**config.mk**
```make
export PLATFORM = sky130hd
export DESIGN_NAME = delta_seq
export DESIGN_NICKNAME = d
export VERILOG_FILES = /design/src/rtl/delta_seq.sv
export SDC_FILE = /design/constraint.sdc
export NUM_CORES = 2
export LEC_CHECK = 0
export BUFFER_PORTS_ARGS = -buffer_cell sky130_fd_sc_hd__buf_4
export CAP_MARGIN = 25
export CORE_MARGIN = 2
export CORE_UTILIZATION = 60
export CTS_BUF_LIST = sky130_fd_sc_hd__clkbuf_2
export DETAILED_ROUTE_END_ITERATION = 7
export PLACE_DENSITY = 0.88
export RECOVER_POWER = 25
export SYNTH_ARGS = -nofsm -noshare
export SYNTH_HDL_FRONTEND = slang
export SYNTH_SLANG_ARGS = --single-unit
```
**constraint.sdc**
```tcl
create_clock -name clk -period 17.5 [get_ports clk]
set_input_delay 3.5 -clock clk [delete_from_list [all_inputs] [get_ports clk]]
set_output_delay 3.5 -clock clk [all_outputs]
set_load 0.02 [all_outputs]
```
**src/rtl/delta_seq.sv**
```systemverilog
// delta_seq: serial backpropagation delta engine (output cost/delta and hidden
// delta) that time-shares one Q8.24 multiplier across a one-step-per-cycle FSM.
module delta_seq #(
  parameter int N_HL_P = 3,
  parameter int N_OUT  = 2,
  parameter int WIDTH  = 32
) (
  input  logic                          clk,
  input  logic                          rst,
  input  logic                          i_start,
  input  logic [N_HL_P*WIDTH-1:0]       i_hd_a,
  input  logic [N_HL_P*N_OUT*WIDTH-1:0] i_out_w,
  input  logic [N_OUT*WIDTH-1:0]        i_out_a,
  input  logic [N_OUT*WIDTH-1:0]        i_t,
  output logic                          o_busy,
  output logic                          o_valid,
  output logic [N_OUT*WIDTH-1:0]        o_cost,
  output logic [N_OUT*WIDTH-1:0]        o_dlto,
  output logic [N_HL_P*WIDTH-1:0]       o_dlth
);
  localparam int CNT_W = 8;
  localparam logic [CNT_W-1:0] LAST_OUT = CNT_W'(N_OUT - 1);
  localparam logic [CNT_W-1:0] LAST_HL  = CNT_W'(N_HL_P - 1);
  localparam logic [CNT_W-1:0] SUB_SD   = CNT_W'(N_OUT);
  localparam logic [CNT_W-1:0] SUB_LAST = CNT_W'(N_OUT + 1);
  localparam logic [WIDTH-1:0] Q_ONE    = 32'h0100_0000;

  typedef enum logic [1:0] {
    S_IDLE = 2'd0,
    S_OUT  = 2'd1,
    S_HID  = 2'd2,
    S_DONE = 2'd3
  } state_t;

  state_t                        r_state, w_state_nxt;
  logic [CNT_W-1:0]              r_idx, r_sub, w_idx_nxt, w_sub_nxt;
  logic [WIDTH-1:0]              r_acc, r_tmp;
  logic [N_HL_P*WIDTH-1:0]       r_hd_a;
  logic [N_HL_P*N_OUT*WIDTH-1:0] r_out_w;
  logic [N_OUT*WIDTH-1:0]        r_out_a;
  logic [WIDTH-1:0]              w_a_k, w_cost_k, w_dlto_s, w_w_js, w_hd_j;
  logic [WIDTH-1:0]              w_mul_x, w_mul_y, w_mul;

  // Q8.24 multiply: full signed product, arithmetic shift keeps bits [55:24] (floor).
  function automatic logic [WIDTH-1:0] mul_q(input logic [WIDTH-1:0] x,
                                             input logic [WIDTH-1:0] y);
    logic signed [2*WIDTH-1:0] p;
    p = $signed(x) * $signed(y);
    mul_q = WIDTH'(p >>> 7'd24);
  endfunction

  assign o_busy  = (r_state != S_IDLE);
  assign o_valid = (r_state == S_DONE);

  // Operand fetch from the captured copies, indexed by the step counters.
  always_comb begin
    w_a_k    = '0;
    w_cost_k = '0;
    w_dlto_s = '0;
    w_w_js   = '0;
    w_hd_j   = '0;
    for (int i = 0; i < N_OUT; i++) begin
      w_a_k    = (i == int'(r_idx)) ? r_out_a[i*WIDTH +: WIDTH] : w_a_k;
      w_cost_k = (i == int'(r_idx)) ? o_cost[i*WIDTH +: WIDTH]  : w_cost_k;
      w_dlto_s = (i == int'(r_sub)) ? o_dlto[i*WIDTH +: WIDTH]  : w_dlto_s;
    end
    for (int j = 0; j < N_HL_P; j++) begin
      w_hd_j = (j == int'(r_idx)) ? r_hd_a[j*WIDTH +: WIDTH] : w_hd_j;
      for (int k = 0; k < N_OUT; k++) begin
        w_w_js = ((j == int'(r_idx)) && (k == int'(r_sub))) ?
                 r_out_w[(j*N_OUT+k)*WIDTH +: WIDTH] : w_w_js;
      end
    end
  end

  // Shared multiplier operand select for the current sub-step.
  always_comb begin
    w_mul_x = '0;
    w_mul_y = '0;
    case (r_state)
      S_OUT: begin
        if (r_sub == '0) begin
          w_mul_x = w_a_k;
          w_mul_y = Q_ONE - w_a_k;
        end else begin
          w_mul_x = w_cost_k;
          w_mul_y = r_tmp;
        end
      end
      S_HID: begin
        if (r_sub < SUB_SD) begin
          w_mul_x = w_dlto_s;
          w_mul_y = w_w_js;
        end else if (r_sub == SUB_SD) begin
          w_mul_x = w_hd_j;
          w_mul_y = Q_ONE - w_hd_j;
        end else begin
          w_mul_x = r_acc;
          w_mul_y = r_tmp;
        end
      end
      default: begin
        w_mul_x = '0;
        w_mul_y = '0;
      end
    endcase
    w_mul = mul_q(w_mul_x, w_mul_y);
  end

  // Next-state and step-counter logic.
  always_comb begin
    w_state_nxt = r_state;
    w_idx_nxt   = r_idx;
    w_sub_nxt   = r_sub;
    case (r_state)
      S_IDLE: begin
        if (i_start) begin
          w_state_nxt = S_OUT;
          w_idx_nxt   = '0;
          w_sub_nxt   = '0;
        end else begin
          w_state_nxt = S_IDLE;
        end
      end
      S_OUT: begin
        if (r_sub == '0) begin
          w_sub_nxt = 8'd1;
        end else if (r_idx == LAST_OUT) begin
          w_sub_nxt   = '0;
          w_idx_nxt   = '0;
          w_state_nxt = S_HID;
        end else begin
          w_sub_nxt = '0;
          w_idx_nxt = r_idx + 8'd1;
        end
      end
      S_HID: begin
        if (r_sub != SUB_LAST) begin
          w_sub_nxt = r_sub + 8'd1;
        end else if (r_idx == LAST_HL) begin
          w_sub_nxt   = '0;
          w_idx_nxt   = '0;
          w_state_nxt = S_DONE;
        end else begin
          w_sub_nxt = '0;
          w_idx_nxt = r_idx + 8'd1;
        end
      end
      S_DONE: begin
        w_state_nxt = S_IDLE;
      end
      default: begin
        w_state_nxt = S_IDLE;
        w_idx_nxt   = '0;
        w_sub_nxt   = '0;
      end
    endcase
  end

  // State register with synchronous reset.
  always_ff @(posedge clk) begin
    if (rst) begin
      r_state <= S_IDLE;
      r_idx   <= '0;
      r_sub   <= '0;
    end else begin
      r_state <= w_state_nxt;
      r_idx   <= w_idx_nxt;
      r_sub   <= w_sub_nxt;
    end
  end

  // Datapath: input capture, then one multiplier result written per step.
  always_ff @(posedge clk) begin
    if (rst) begin
      r_acc   <= '0;
      r_tmp   <= '0;
      r_hd_a  <= '0;
      r_out_w <= '0;
      r_out_a <= '0;
      o_cost  <= '0;
      o_dlto  <= '0;
      o_dlth  <= '0;
    end else begin
      case (r_state)
        S_IDLE: begin
          if (i_start) begin
            r_hd_a  <= i_hd_a;
            r_out_w <= i_out_w;
            r_out_a <= i_out_a;
            r_acc   <= '0;
            for (int i = 0; i < N_OUT; i++) begin
              o_cost[i*WIDTH +: WIDTH] <= i_out_a[i*WIDTH +: WIDTH] - i_t[i*WIDTH +: WIDTH];
            end
          end
        end
        S_OUT: begin
          if (r_sub == '0) begin
            r_tmp <= w_mul;
          end else begin
            for (int i = 0; i < N_OUT; i++) begin
              if (i == int'(r_idx)) o_dlto[i*WIDTH +: WIDTH] <= w_mul;
            end
          end
        end
        S_HID: begin
          // The first product of each hidden neuron restarts the accumulator.
          if (r_sub < SUB_SD) begin
            r_acc <= (r_sub == '0) ? w_mul : (r_acc + w_mul);
          end else if (r_sub == SUB_SD) begin
            r_tmp <= w_mul;
          end else begin
            for (int j = 0; j < N_HL_P; j++) begin
              if (j == int'(r_idx)) o_dlth[j*WIDTH +: WIDTH] <= w_mul;
            end
          end
        end
        default: begin
          r_acc <= r_acc;
        end
      endcase
    end
  end

endmodule

```
-- Yosys cells after proc, flatten, opt, wreduce, memory -nomap -nowiden
Index checks and enable logic that the tools add are counted.
- output and inout bits: 226
- register bits after elaboration: 658
- input port bits: 419
- add/sub/neg operators: 7
- order comparisons: 1
- multipliers: 1
- equal/unequal tests: 19
- reductions and logical operators: 25
- bitwise gates (word level): 3
- mux-type cells: 46
- operator list (operator ; number):
    32-bit two-way mux ; 27
    32-bit one-hot mux with 2 select lines ; 4
    25-bit by 32-bit subtractor with 32-bit output (first input constant) ; 2
    32-bit subtractor ; 2
    32-bit by 32-bit multiplier with 56-bit output ; 1
    8-bit two-way mux ; 6
    8-bit one-hot mux with 3 select lines ; 2
    32-bit adder ; 1
    8-bit logical NOT ; 3
    4-bit AND reduction ; 6
    2-bit != test (second input constant) ; 9
    8-bit by 1-bit adder with 8-bit output (second input constant) ; 2
    2-bit by 8-bit equality test with 1-bit output (first input constant) ; 2
    8-bit by 2-bit equality test with 1-bit output (second input constant) ; 2
    3-bit AND reduction ; 3
    3-bit by 8-bit equality test with 1-bit output (first input constant) ; 1
    8-bit by 1-bit equality test with 1-bit output (second input constant) ; 1
    8-bit by 2-bit less-than comparator with 1-bit output (second input constant) ; 1
    2-bit two-way mux ; 4
    8-bit by 2-bit != test with 1-bit output (second input constant) ; 1
    2-bit one-hot mux with 4 select lines ; 1
    1-bit logical AND ; 6
    2-bit nonzero test ; 3
    2-bit equality test (second input constant) ; 2
    other kinds (6) ; 10

-- Longest topological paths before layout
- word-level depth: 15
- depth in mapped cells: 65
- mapped depth without buffers: 58

-- Least setup slack after synthesis
OpenSTA, ideal clock, no wires.
- kind: register to register
- from: register r_idx[2]
- to: register r_acc[31]
- clock period less this slack: 13.336 ns
- cell stages (with the launch flop): 60
- setup time: 0.088 ns
- buffers on the path: 8
- slack: 4.164 ns
- data arrival time: 13.248 ns
- data required time: 17.412 ns
- cell sequence: dfxtp_1 -> or4_4 -> buf_6 -> nor2_4 -> buf_6 -> buf_6 -> clkbuf_1 -> clkbuf_1 -> clkbuf_1 -> buf_1 -> nand3_1 -> ha_1 -> a21bo_2 -> and4b_1 -> and3_1 -> xor2_1 -> nand2_1 -> a21oi_1 -> [... 24 more ...] -> o21bai_1 -> xnor2_1 -> inv_1 -> ha_1 -> o21ai_0 -> nand2b_1 -> and2_1 -> o21a_1 -> o21ai_0 -> a21o_1 -> a211oi_1 -> o311ai_0 -> a21oi_1 -> o21ai_0 -> nor2b_1 -> and3_1 -> o21bai_1 -> a311oi_2
- longest elaborated chain between the ends: 15
- elaborated cells on any way between the ends: 37
- those cells by class: add/sub (3); mul (1); eq/ne (2); mux (24); reduce/logical (7)
- RTL lines (item ; RTL line ; RTL):
    start: declaration ; 36 ; logic [CNT_W-1:0] r_idx, r_sub, w_idx_nxt, w_sub_nxt;
    start signal: assignment ; 168 ; r_idx <= w_idx_nxt;
    parallel branches: the longest is 10 deep, another holds 25-bit by 32-bit subtractor with 32-bit output ; n/a ;
    32-bit by 32-bit multiplier with 56-bit output (*) ; 48 ; p = $signed(x) * $signed(y);
    named net w_mul[16] ; 42 ; logic [WIDTH-1:0] w_mul_x, w_mul_y, w_mul;
    32-bit adder (*) ; 209 ; r_acc <= (r_sub == '0) ? w_mul : (r_acc + w_mul);
    32-bit two-way mux (*) ; 209 ;
    32-bit two-way mux (*) ; 208 ; if (r_sub < SUB_SD) begin
    32-bit one-hot mux with 2 select lines (*) ; 185 ; case (r_state)
    end signal: assignment ; 209 ;
    end signal: assignment ; 219 ; r_acc <= r_acc;
    end: declaration ; 37 ; logic [WIDTH-1:0] r_acc, r_tmp;
Mark *: on every way through the listed nets, which the timed path passes. The select of a mux whose other input is x is not followed.
A chain may end at the register's enable or synchronous reset.

-- Worst setup path in the final report
- from: register r_idx[0]
- to: register r_acc[31]
Same word-level chain as after synthesis.

==> flow_summary.toml <==
[synthesis]
yosysUniqueCellTypes = 102
ys.flop_type = "dfxtp_1"
syn_nets = 10053
ys_top_cells_by_count = "nand2_1 (1,926), inv_1 (1,090), fa_1 (985)"
netlist.area_leader.share = 0.296
synthesis.area_mm2 = 0.0666
synthCells = 8369
synth_seq_cells = 658
seq_area_frac_synth = 0.198
yosysWarnings = 0
synth_edf_count = 0
syn_area_per_cell_um2 = 7.96
synth.most_common_cell = "nand2_1"
netlist_top_cells_area = "fa_1 (30%), dfxtp_1 (20%), nand2_1 (11%)"
async_flop_share = 0
synth_top_area_cell = "fa_1"

[die]
die_area_mm2 = 0.114
die_y_um = 337
start_util = 0.604
ios = 645
die_x_um = 337
core-area_mm2 = 0.110
rows = 122

[final_layout]
seqCellArea_mm2 = 0.0132
layout.nets = 10540
multiInputGateArea_mm2 = 0.0477
drive_above_1_share = 0.132
n_fill_cell = 9185
design_area_mm2 = 0.0748
area_growth_pct = 12.2

[clock_tree]
hold_buffers = 0
cts_tree = "yes"
clock-root-buffer = "clkbuf_2"
htree_num_levels = 4
clk_pin_slew_ps = 110
clkLatencyLatePin_ps = 1430
cts.sinks = 658
cts_setup_buffers = 0
cts-resized-gates = 0
clk_path_buf_depth = 3
cts_made_buffers = 167

[min_path]
hold_class = "flip-flop to flip-flop"

[global_routing]
met1_usage = 0.583
grt_use_met3 = 0.162
overflow = 0
grt_pass1_wl_um = 407000
track_usage = 0.487
met2_usage = 0.738
antenna_found_initial = 20
grt_pass1_vias = 65286
grt_max_degree = 228
grt.busiest_layer = "met2"

[sta]
fin_tns_setup_ps = 0
fmax_mhz = 61.6
hold_violations = 0
period_share = 0.928
rsz0062_at_grt = "no"
fin_hold_ws_ps = 458
slew_headroom = -4.81
setup_ws_ps = 1260
finalSetupViolCount = 0
worstMarginPinSlew_ps = 8720
min_period_ps = 16240
drv_slew = 582
skew_ps = 203

[worst_setup_path]
crit_required_ps = 18350
startpoint_type = "flip-flop"
crit_buf_inv = 8
critPathKind = "flip-flop to flip-flop"
cp_max_fo = 46
arrival_ps = 17100
cpMostUsedCell = "fa_1"
crit_path_end_kind = "flip-flop"
critPathTopFamily = "compound AO/OA/AOI/OAI gates"
max_stage_delay_ps = 880
slowest_stage = "o41ai_1"

[place]
place.gp.congestion = 1.09
dp_hpwl_um = 217000
preCtsSetupSlack_ps = 2130
dpl_cell_area_mm2 = 0.0732
portBuffers = 644

[route]
finalWirelength_um = 277000
via_per_inst = 6.21
drc_errors = 2
first_iter_violations = 8096
num_vias = 65037
wire_per_inst_um = 26.4
drtAntennaViolNets = 0
first_pass_iters = 8

[power_and_ir_drop]
p_int_uw = 2990
combPwrFrac = 0.529
power_frac_clock = 0.173
leakage_uw = 0.0339
switching_share = 0.521
p_seq_frac = 0.299
powerDensity_mw_per_mm2 = 83.4
max-vdd-ir-drop_v = 0.0000978
totalPowerFinal_uw = 6240
switchingPower_uw = 3250

[outcome]
violations = "DRC, capacitance limit, slew limit"
status = "finished with violations"

[job]
max-cap-violations = 5
[sequential cells by signal, summed over array words and instances, names as in the netlist]
register  cells
r_acc        32
r_state       2
o_dlth       96
o_dlto       64
o_cost       64
r_out_a      64
r_idx         8
r_sub         8
r_hd_a       96
r_tmp        32
r_out_w     192
[logic make-up (layout without fill, tap and decap cells)]
family | Yosys count | after routing | share of synthesized area
compound gates | 1518 | 1518 | 0.137
xor+xnor | 146 | 146 | 0.0198
fa+ha+maj | 1265 | 1265 | 0.348
buf+inv | 1606 | 2214 | 0.0917
flops | 658 | 658 | 0.198
mux | 11 | 11 | 0.00167
other cells | 0 | 10 | 0
simple gates | 3165 | 3165 | 0.203
[worst reg2reg max path, delay by kind of cell, from the launching register on]
| family | cells | cell delay [ps] |
|---|---|---|
| AND/OR/NAND/NOR | 9 | 2590 |
| AO/OA/AOI/OAI | 23 | 5890 |
| flip-flops | 1 | 450 |
| XOR/XNOR | 2 | 680 |
| buffers and inverters | 8 | 1340 |
| adder cells (fa/ha/maj) | 11 | 4800 |
[layer usage]
| layer | vias to the layer above | wire length [µm] |
|---|---|---|
| met3 | 1348 | 35900 |
| met1 | 31360 | 96400 |
| met5 | - | 157 |
| met4 | 24 | 24100 |
| li1 | 27590 | - |
| met2 | 4715 | 120000 |
[cell type report]
| type | instances | area share |
|---|---|---|
| inverters | 1093 | 0.0549 |
| well taps | 1488 | 0.0249 |
| repair buffers | 831 | 0.0852 |
| clock buffers | 228 | 0.0153 |
| diodes | 10 | 0.000335 |
| multi-input cells | 6105 | 0.638 |
| flip-flops and latches | 658 | 0.176 |
| clock inverters | 62 | 0.00472 |
[path summary, 6_finish.rpt]
kind,from,slack [ps],cells after the start,end
worst max-delay path,r_idx[0],1260,53,r_acc[31]
worst min-delay path,r_out_w[181],460,2,r_out_w[181]
worst max register to register,r_idx[0],1260,53,r_acc[31]
worst min register to register,r_out_w[181],460,2,r_out_w[181]
[cell usage in the layout, fill, tap and decap left out, types with 15 or more instances in the layout]
cell,n
nand3_1,71
a221oi_1,38
nor2b_1,67
or2_2,16
a21o_1,46
xor2_1,49
nand3b_1,30
nor3b_1,15
clkinv_1,36
nand2_1,1925
and2_1,158
a22oi_1,72
or3_1,23
a211oi_1,55
buf_4,815
a31oi_1,51
a21oi_1,781
o21a_1,25
nor3_1,116
dfxtp_1,658
a222oi_1,18
nand4_1,15
o21ai_0,196
and3_1,50
nor2_1,561
o211ai_1,24
xnor2_1,92
fa_1,985
a22o_1,25
ha_1,277
nand2b_1,47
inv_1,1090
clkbuf_2,228
[power by group through the flow]
stage          clock network, µW  logic [µW]  registers, µW
3_3_place_gp                   0        3060           1880
4_1_cts                     1080        3130           1850
2_1_floorplan                  0        1780           1820
3_5_place_dp                   0        3110           1880
6_report                    1080        3300           1860
5_1_grt                     1160        3420           1870
[through the flow]
stage | utilization | instances
floorplan | - | 8369
global placement | 0.662 | 10163
detailed placement | 0.663 | 10169
CTS | 0.677 | 10459
global route | 0.677 | 10468
finish | 0.677 | 10475
(Power assumes the default switching activity.)
